[config.mk]
export PLATFORM = sky130hd
export DESIGN_NAME = if_id_pipe_reg
export DESIGN_NICKNAME = d
export VERILOG_FILES = /design/src/rtl/if_id_pipe_reg.sv
export SDC_FILE = /design/constraint.sdc
export NUM_CORES = 1
export LEC_CHECK = 0
export CORE_MARGIN = 2
export CORE_UTILIZATION = 25
export DETAILED_ROUTE_END_ITERATION = 8
export PLACE_DENSITY_LB_ADDON = 0.12
export RECOVER_POWER = 50
export SETUP_SLACK_MARGIN = 0.3
export SYNTH_ARGS = -nofsm -noshare
export SYNTH_HDL_FRONTEND = slang
export SYNTH_SLANG_ARGS = --single-unit
[constraint.sdc]
create_clock -name clk -period 1.67 [get_ports clk]
set_input_delay 0.167 -clock clk [delete_from_list [all_inputs] [get_ports clk]]
set_output_delay 0.167 -clock clk [all_outputs]
set_load 0.1 [all_outputs]
[src/rtl/if_id_pipe_reg.sv]
// IF/ID stage register with a valid/ready handshake. Carries PC, IR and a
// sideband field from fetch to decode. An optional skid entry lets in_ready
// come straight from a flop. Flush empties the stage and zeroes its data so
// that IR=0, a MIPS nop, is what decode sees. Two saturating counters track
// stall cycles and flush cycles.
module if_id_pipe_reg #(
   parameter int PC_BITS  = 32,
   parameter int IR_BITS  = 32,
   parameter int SB_BITS  = 8,
   parameter int SKID_EN  = 1,
   parameter int CNT_BITS = 16
) (
   input  logic                clk,
   input  logic                rst,
   input  logic                flush,
   input  logic                in_valid,
   output logic                in_ready,
   input  logic [PC_BITS-1:0]  PC_in,
   input  logic [IR_BITS-1:0]  IR_in,
   input  logic [SB_BITS-1:0]  SB_in,
   output logic                out_valid,
   input  logic                out_ready,
   output logic [PC_BITS-1:0]  PC_out,
   output logic [IR_BITS-1:0]  IR_out,
   output logic [SB_BITS-1:0]  SB_out,
   output logic [1:0]          occupancy,
   output logic [CNT_BITS-1:0] stall_cnt,
   output logic [CNT_BITS-1:0] flush_cnt
);

   logic                r_out_valid;
   logic [PC_BITS-1:0]  r_pc;
   logic [IR_BITS-1:0]  r_ir;
   logic [SB_BITS-1:0]  r_sb;
   logic [CNT_BITS-1:0] r_stall_cnt;
   logic [CNT_BITS-1:0] r_flush_cnt;

   logic                w_in_ready;
   logic                w_in_fire;
   logic                w_out_fire;
   logic                w_skid_valid;
   logic [PC_BITS-1:0]  w_skid_pc;
   logic [IR_BITS-1:0]  w_skid_ir;
   logic [SB_BITS-1:0]  w_skid_sb;
   logic                w_take_skid;
   logic                w_take_in;
   logic                w_out_valid_nxt;

   assign w_in_fire  = in_valid & w_in_ready;
   assign w_out_fire = r_out_valid & out_ready;

   generate
      if (SKID_EN != 0) begin : g_skid
         logic               r_skid_valid;
         logic               r_in_ready;
         logic [PC_BITS-1:0] r_skid_pc;
         logic [IR_BITS-1:0] r_skid_ir;
         logic [SB_BITS-1:0] r_skid_sb;
         logic               w_load_skid;
         logic               w_skid_valid_nxt;

         // Skid captures input only when the output entry is stalled.
         always_comb begin
            w_load_skid      = w_in_fire & r_out_valid & ~out_ready;
            w_skid_valid_nxt = r_skid_valid;
            if (r_skid_valid & w_out_fire) begin
               w_skid_valid_nxt = 1'b0;
            end else if (w_load_skid) begin
               w_skid_valid_nxt = 1'b1;
            end
         end

         // Skid entry storage; in_ready is kept as the flopped inverse of skid_valid.
         always_ff @(posedge clk) begin
            if (rst || flush) begin
               r_skid_valid <= 1'b0;
               r_in_ready   <= 1'b1;
               r_skid_pc    <= '0;
               r_skid_ir    <= '0;
               r_skid_sb    <= '0;
            end else begin
               r_skid_valid <= w_skid_valid_nxt;
               r_in_ready   <= ~w_skid_valid_nxt;
               if (w_load_skid) begin
                  r_skid_pc <= PC_in;
                  r_skid_ir <= IR_in;
                  r_skid_sb <= SB_in;
               end
            end
         end

         assign w_in_ready   = r_in_ready;
         assign w_skid_valid = r_skid_valid;
         assign w_skid_pc    = r_skid_pc;
         assign w_skid_ir    = r_skid_ir;
         assign w_skid_sb    = r_skid_sb;
      end else begin : g_noskid
         assign w_in_ready   = ~r_out_valid | out_ready;
         assign w_skid_valid = 1'b0;
         assign w_skid_pc    = '0;
         assign w_skid_ir    = '0;
         assign w_skid_sb    = '0;
      end
   endgenerate

   // Choose what the output entry holds next; a waiting skid entry always goes first.
   always_comb begin
      w_take_skid     = w_skid_valid & w_out_fire;
      w_take_in       = w_in_fire & (~r_out_valid | out_ready);
      w_out_valid_nxt = r_out_valid;
      if (w_take_skid || w_take_in) begin
         w_out_valid_nxt = 1'b1;
      end else if (w_out_fire) begin
         w_out_valid_nxt = 1'b0;
      end
   end

   // Output entry; the data registers change only on a load, so a stalled word stays bit-exact.
   always_ff @(posedge clk) begin
      if (rst || flush) begin
         r_out_valid <= 1'b0;
         r_pc        <= '0;
         r_ir        <= '0;
         r_sb        <= '0;
      end else begin
         r_out_valid <= w_out_valid_nxt;
         if (w_take_skid) begin
            r_pc <= w_skid_pc;
            r_ir <= w_skid_ir;
            r_sb <= w_skid_sb;
         end else if (w_take_in) begin
            r_pc <= PC_in;
            r_ir <= IR_in;
            r_sb <= SB_in;
         end
      end
   end

   // Saturating stall and flush counters; flush does not clear them.
   always_ff @(posedge clk) begin
      if (rst) begin
         r_stall_cnt <= '0;
         r_flush_cnt <= '0;
      end else begin
         if (r_out_valid && !out_ready && (r_stall_cnt != '1)) begin
            r_stall_cnt <= r_stall_cnt + CNT_BITS'(1);
         end
         if (flush && (r_flush_cnt != '1)) begin
            r_flush_cnt <= r_flush_cnt + CNT_BITS'(1);
         end
      end
   end

   assign in_ready  = w_in_ready;
   assign out_valid = r_out_valid;
   assign PC_out    = r_pc;
   assign IR_out    = r_ir;
   assign SB_out    = r_sb;
   assign occupancy = {1'b0, r_out_valid} + {1'b0, w_skid_valid};
   assign stall_cnt = r_stall_cnt;
   assign flush_cnt = r_flush_cnt;

endmodule

After elaboration in Yosys (flattened, before gate mapping)
Cells that the tools add are included.
W data, S select, Z words.
{"block": "word_totals", "reg_bits": 179, "latch_bits": 0, "ramBits": 0, "romBits": 0, "word_cells": 44, "memories": 0}
{"block": "op_classes", "addsub": 3, "n_mul": 0, "div": 0, "n_lt_le_gt_ge": 0, "eq_ne": 2, "shift": 0, "mux": 10, "bitwise_logic": 10, "reduce_logical": 8}
{"operator": "$mux W32", "count": 4}
{"operator": "$add A16 B1 Y16 const B", "count": 2}
{"operator": "$ne A16 B16 Y1 const B", "count": 2}
{"operator": "$mux W8", "count": 2}
{"operator": "$and A1 B1 Y1", "count": 6}
{"operator": "$mux W1", "count": 4}
{"operator": "$reduce_bool A2 Y1", "count": 2}
{"operator": "$logic_and A1 B1 Y1", "count": 3}
{"operator": "$not A1 Y1", "count": 3}
{"operator": "$add A1 B1 Y2", "count": 1}
{"operator": "$logic_or A1 B1 Y1", "count": 2}
{"operator": "$logic_not A1 Y1", "count": 1}
{"operator": "$or A1 B1 Y1", "count": 1}

Longest topological paths before layout
Gate-level depths: netlist (run 1).
{"block": "logic_depth", "depth_word": 6, "depth_mapped": 6, "ltp_nobuf": 5}

Least setup slack after synthesis (run 1)
No wires, ideal clock.
{"block": "synth_timing", "kind": "register to register", "from": "register r_stall_cnt[0], in the netlist stall_cnt[0]", "to": "register r_stall_cnt[10], in the netlist stall_cnt[10]", "setup_ps": 121, "t_arrival_ps": 2363, "required_ps": 1549, "setup_slack_ps": -814, "path_stages_with_launch": 6, "n_path_buf": 0, "cell_sequence": "dfxtp_1 -> ha_1 -> nand3b_1 -> nor3_1 -> and4b_1 -> mux2_2"}
{"block": "synth_between", "elab_chain_cells": 2, "elab_cells_between_ends": 3, "classes_between": "add/sub (1); eq/ne (1); reduce/logical (1)"}
{"item": "from (decl)", "line_no": "35", "text": "logic [CNT_BITS-1:0] r_stall_cnt;"}
{"item": "from (signal assigned)", "line_no": "146", "text": "r_stall_cnt <= r_stall_cnt + CNT_BITS'(1);"}
{"item": "parallel branches: the longest is 2 deep, another holds $add A16 B1 Y16"}
Several ways; the timed one is not identified.
A chain may end at the register's enable or synchronous reset.

Worst setup path after layout (run 1)
{"block": "layout_timing", "from": "register r_out_valid, in the netlist out_valid", "to": "register r_stall_cnt[4], in the netlist stall_cnt[4]"}
{"block": "layout_between", "elab_chain_cells": 2}
{"item": "from (decl)", "line_no": "31", "text": "logic r_out_valid;"}
{"item": "from (signal assigned)", "line_no": "126", "text": "r_out_valid <= w_out_valid_nxt;"}
{"item": "$logic_and A1 B1 Y1 (2 in a row)", "line_no": "145", "text": "if (r_out_valid && !out_ready && (r_stall_cnt != '1)) begin"}
No other way between the ends.

==> results.py, run 1 <==
metrics = {
    "yosys": {
        "ys_ff_latch": 179,
        "synth_area_leaders": "dfxtp_1 49%, mux2i_1 10%, nand2_1 8.3%, a211oi_1 8.2%, a21oi_1 5.6%",
        "synth_flop_cell": "dfxtp_1",
        "syn-cell-area_mm2": 0.00736,
        "yosys_warnings": 0,
        "yosysTopAreaCell": "dfxtp_1",
        "seq_area_frac_synth_pct": 48.7,
        "synth.distinct_cells": 46,
        "synth_edf_count": 0,
        "synth_async_sr_flop_share_pct": 0,
        "syn_inst": 845,
        "synthesis.nets": 925,
        "synth_top_area_share_pct": 48.7,
        "avgSynthCellArea_um2": 8.71,
    },
    "run_status": {
        "outcome": "complete, no violations",
    },
    "sta": {
        "drv_slew": 0,
        "hold_violations": 0,
        "relSlewSlack_pct": 56.1,
        "fin_crit_ps": 1580,
        "period_share_pct": 94.8,
        "fin_worst_skew_ps": 25.1,
        "grt_setup_unrepaired": "true",
        "max_freq_ghz": 0.631,
        "worst_slew_pin_slew_ps": 658,
        "setup_violations": 0,
        "fin_ws_ps": 86.1,
    },
    "place": {
        "place_area_mm2": 0.0107,
        "io_buffer_count": 184,
        "place_ws_ps": -182,
        "hpwl_um": 15000,
        "place.gp.congestion": 0.753,
    },
    "global_routing": {
        "grt_max_degree": 52,
        "grt_pass1_vias": 7202,
        "grt_pass1_wl_um": 41000,
        "grt_overflow": 0,
        "gr-usage-all-layers_pct": 16.9,
        "antenna_found_initial": 1,
    },
    "route": {
        "vias_per_cell": 4.69,
        "wl_per_cell_um": 17.3,
        "drt_iter0_markers": 310,
        "drcViolationCount": 0,
        "drt-total-wl_um": 26700,
        "detail-route-antenna-nets": 0,
        "first_pass_iters": 5,
        "num_vias": 7243,
    },
    "finish": {
        "layout_common_cells": "144 x dfxtp_1, 142 x nand2_1, 83 x clkbuf_2, 76 x clkdlybuf4s50_1, 71 x buf_4",
        "fin_nets": 1226,
        "synthToLayoutAreaGrowth_pct": 75.4,
        "finalInstanceArea_mm2": 0.0129,
        "final_common_cell": "dfxtp_1",
        "fill_cells": 2806,
        "final_layout_size_suffix_gt1_share_pct": 44.4,
    },
    "pwr": {
        "leakage_nw": 5.32,
        "p_per_area_mw_per_mm2": 791,
        "ir_drop_mv": 0.522,
    },
    "critical_path": {
        "cp-end-kind": "flop",
        "crit_type": "reg2reg",
        "startpoint_type": "flop",
        "cp_max_fo": 6,
        "cp.required_ps": 1980,
        "critical_path_arrival_ps": 1900,
    },
    "floorplan": {
        "die-area_mm2": 0.0308,
        "num_io_pins": 185,
        "core_mm2": 0.0289,
        "row_count": 62,
        "die_y_um": 176,
        "initial_core_util_pct": 25.5,
        "die_w_um": 176,
    },
    "run": {
        "drv_cap": 0,
    },
    "clock_network": {
        "cts_sinks": 179,
        "cts_hold_buf": 0,
        "clkTransAtPathRegs_ps": 80,
        "cts_tree": "done",
        "cts_buffer_depth": 2,
        "root_buffer": "clkbuf_16",
        "cts_buffers": 17,
        "clock_latency_ps": 440,
        "htree_num_levels": 4,
    },
    "hold_path": {
        "worstHoldPathType": "in2reg",
    },
}
==> synthesized netlist by cell type, types with 2 or more instances <==
cell      instances
dfxtp_1         179
nand2_1         162
nor2_1           96
a21oi_1          82
a211oi_1         80
mux2i_1          76
clkbuf_1         36
buf_2            19
nand3_1          11
nand4_1          10
nor3_1            9
nor2b_1           8
inv_1             7
mux2_2            6
a31oi_1           5
nor4_1            5
o21ai_0           5
and3_1            4
buf_1             4
o41ai_1           4
ha_1              3
a311oi_1          2
and3b_1           2
and4_1            2
and4b_1           2
nand4_2           2
o211ai_1          2
o311ai_1          2
o31ai_1           2
or3_1             2
==> critical path, stage by stage (launching register included) <==
cell and delay, ps:
dfxtp_4 410, clkbuf_4 140, nand3b_1 100, clkbuf_1 180, buf_4 170, a211oi_4 160
mux2_4 310
==> sequential cells by signal (all words and copies together) (netlist names) <==
signal               cells
g_skid.r_skid_valid      1
g_skid.r_skid_sb         8
SB_out                   8
IR_out                  32
in_ready                 1
out_valid                1
g_skid.r_skid_pc        32
flush_cnt               16
stall_cnt               16
g_skid.r_skid_ir        32
PC_out                  32
==> cell type report <==
class                   instances  area [um2]  area share [%]
multi-input cells             599        4590            35.5
clock buffers                  19         443            3.43
repair buffers                341        3530            27.4
clock inverters                13         116           0.901
well taps                     384         480            3.72
inverters                       8        30.0           0.233
flip-flops and latches        179        3710            28.8
diodes                          1        2.50          0.0194
==> stage by stage <==
step / TNS, ps / util, % / instances / power (mW) / hold slack [ps]
finish: 0 / 44.7 / 1544 / 10.2 / 304
global route: 0 / 44.7 / 1544 / 10.6 / 302
CTS: 0 / 45.4 / 1528 / 10.4 / 292
detailed placement: -15470 / 37.0 / 1420 / 5.99 / 444
global placement: -11350 / 37.0 / 1420 / 5.99 / 440
floorplan: -238 / - / 845 / 5.43 / 303
==> routing by layer <==
metal	global-route usage (%)	routed length, um	vias to the layer above	share of wire (%)
met5	0	0	-	0
met4	4.06	337	0	1.3
met3	3.29	1060	18	4.0
met2	28.3	13100	147	49
met1	22.5	12200	3475	46
li1	-	-	3603	-
==> cells by family (layout without fill, tap and decap cells) <==
kind of cell / Yosys count / after routing / synth area share, %
and+or+nand+nor: 325 / 325 / 19.3
other: 0 / 1 / 0
buffers and inverters: 67 / 381 / 3.74
AOI/OAI and AO/OA: 189 / 189 / 16.5
adders and majority gates: 3 / 3 / 0.510
DFF: 179 / 179 / 48.7
muxes: 82 / 82 / 11.3
==> timing repair <==
item	in CTS	in global routing
setup endpoints to repair	177	183
buffers inserted	56	10
cloned	20	5
endpoints found under the hold margin	0	0
pin swaps	99	53
resized for setup	184	116
==> report_power, final <==
group	switching (mW)	internal, mW	total [mW]
Clock	1.92	2.01	3.93
Combinational	1.21	0.685	1.90
Sequential	0.0814	4.31	4.39
Total	3.21	7.00	10.2
==> final timing paths <==
check | start | end | slack [ps] | cells after the start
setup / recovery | out_valid$_SDFFE_PP0P_ | stall_cnt[4]$_SDFFE_PP0P_ | 90 | 6
hold / removal | SB_in[7] | g_skid.r_skid_sb[7]$_SDFFE_PP0P_ | 300 | 3
setup reg to reg | out_valid$_SDFFE_PP0P_ | stall_cnt[4]$_SDFFE_PP0P_ | 90 | 6
hold reg to reg | g_skid.r_skid_pc[27]$_SDFFE_PP0P_ | g_skid.r_skid_pc[27]$_SDFFE_PP0P_ | 450 | 2
Power figures use the tool's default switching activity.
==> run 2, diff against run 1 <==
==> constraint.sdc (replaced) <==
create_clock -name clk -period 1.9 [get_ports clk]
set_input_delay 0.285 -clock clk [delete_from_list [all_inputs] [get_ports clk]]
set_output_delay 0.285 -clock clk [all_outputs]
set_load 0.1 [all_outputs]
==> run 2 against run 1 <==
Highest routed layer unchanged. Via count shrank 10%. Utilization shrank 8.7 points. Largest power group unchanged. Critical path depth shrank 1. Clock skew shrank 12 ps. Die area is the same. Clock power shrank 9.2%.
==> results.py, run 2 (same netlist as run 1, synthesis figures left out) <==
metrics = {
    "global_routing": {
        "antenna_found_initial": 1,
        "met3_usage_pct": 3.77,
        "top_usage_layer": "met2",
        "grt_max_degree": 75,
        "grt_pass1_wl_um": 34100,
        "grt_pass1_vias": 6040,
        "grt_overflow": 0,
        "grt_util_met1_pct": 18.4,
        "gr-usage-all-layers_pct": 13.9,
        "use_met2_pct": 21.9,
    },
    "floorplan": {
        "die-area_mm2": 0.0308,
        "die_y_um": 176,
        "core_mm2": 0.0289,
        "row_count": 62,
        "num_io_pins": 185,
        "die_w_um": 176,
        "initial_core_util_pct": 25.5,
    },
    "clock_network": {
        "clkTransAtPathRegs_ps": 80,
        "cts_buffer_depth": 2,
        "cts_hold_buf": 0,
        "cts_buffers": 17,
        "clock_latency_ps": 430,
        "htree_num_levels": 4,
        "cts_tree": "done",
        "root_buffer": "clkbuf_16",
        "cts_sinks": 179,
    },
    "sta": {
        "grt_setup_unrepaired": "true",
        "fin_crit_ps": 1640,
        "relSlewSlack_pct": 42.8,
        "fin_worst_skew_ps": 13.3,
        "drv_slew": 0,
        "worst_slew_pin_slew_ps": 858,
        "fin_hold_ws_ps": 421,
        "setup_violations": 0,
        "period_share_pct": 86.5,
        "hold_violations": 0,
        "max_freq_ghz": 0.609,
    },
    "pwr": {
        "comb_power_share_pct": 14.4,
        "ir_drop_mv": 0.682,
        "p_per_area_mw_per_mm2": 833,
        "leakage_nw": 4.36,
        "p_int_mw": 5.96,
        "switching_share_pct": 31.3,
        "seqPwrFrac_pct": 44.4,
        "clockPowerShare_pct": 41.2,
        "power_mw": 8.67,
        "p_switching_mw": 2.71,
    },
    "finish": {
        "layout_common_cells": "162 x nand2_1, 145 x dfxtp_1, 103 x clkbuf_2, 95 x nor2_1, 82 x a21oi_1",
        "fin_nets": 1123,
        "final_core_util_pct": 36.1,
        "layout.cells.non_filler": 1441,
        "finalInstanceArea_mm2": 0.0104,
        "final_layout_size_suffix_gt1_share_pct": 24.1,
        "final_common_cell": "nand2_1",
        "synthToLayoutAreaGrowth_pct": 41.5,
    },
    "place": {
        "hpwl_um": 14300,
        "dp_cells": 1393,
        "io_buffer_count": 184,
        "place.gp.congestion": 0.758,
        "place_area_mm2": 0.00994,
    },
    "critical_path": {
        "cp.required_ps": 2170,
        "startpoint_type": "primary input",
        "cp-end-kind": "flop",
        "critical_path_arrival_ps": 1910,
        "cp_max_fo": 74,
        "crit_type": "in2reg",
    },
    "run": {
        "drv_cap": 0,
    },
    "route": {
        "drt_iter0_markers": 348,
        "first_pass_iters": 6,
        "drt-total-wl_um": 21400,
        "drcViolationCount": 0,
        "wl_per_cell_um": 14.9,
        "detail-route-antenna-nets": 0,
        "num_vias": 6498,
        "vias_per_cell": 4.51,
    },
    "hold_path": {
        "worstHoldPathType": "in2reg",
    },
    "run_status": {
        "outcome": "complete, no violations",
    },
}
## run 2: layout make-up
cell class,count,area (um2)
Antenna cell,1,2.50
Sequential cell,179,3710
Multi-Input combinational cell,599,3660
Timing Repair Buffer,238,1930
Clock inverter,14,159
Fill cell,2998,18400
Tap cell,384,480
Clock buffer,18,439
Inverter,8,30.0
## run 2: metrics by stage
step           worst slack, ps  TNS (ps)
2_1_floorplan              146         0
3_3_place_gp              2.94         0
3_5_place_dp             -8.86     -9.83
4_1_cts                    273         0
5_1_grt                    141         0
6_report                   257         0
## run 2: worst paths after layout
check	slack, ps	cells after the start	startpoint	end
setup / recovery	260	5	flush	IR_out[16]$_SDFFE_PP0P_
hold / removal	420	3	PC_in[6]	g_skid.r_skid_pc[6]$_SDFFE_PP0P_
setup reg to reg	300	5	flush_cnt[13]$_SDFFE_PP0P_	flush_cnt[0]$_SDFFE_PP0P_
hold reg to reg	450	2	g_skid.r_skid_pc[25]$_SDFFE_PP0P_	g_skid.r_skid_pc[25]$_SDFFE_PP0P_
## run 2: worst max-delay path: stages
cell             delay, ps
clkdlybuf4s50_1        520
buf_4                  170
or2_4                  140
buf_4                  630
a211oi_1                80
## run 2: timing repair
item	in CTS	in global routing
endpoints found under the setup margin	5	26
gates resized for setup	2	9
hold endpoints to repair	0	0
pin swaps	1	7
setup buffers	2	13
## run 2: power groups by stage
stage / Clock [mW] / Combinational [mW] / Sequential, mW
2_1_floorplan: 0 / 0.302 / 4.46
3_3_place_gp: 0 / 1.30 / 3.94
3_5_place_dp: 0 / 1.30 / 3.94
4_1_cts: 3.72 / 1.31 / 3.85
5_1_grt: 3.85 / 1.32 / 3.86
6_report: 3.57 / 1.25 / 3.85
## run 2: metal layers
metal  vias up  wire (um)
met5         -          0
met4         0        337
met3        15       1050
met2       124       9870
met1      2966      10200
li1       3393          -
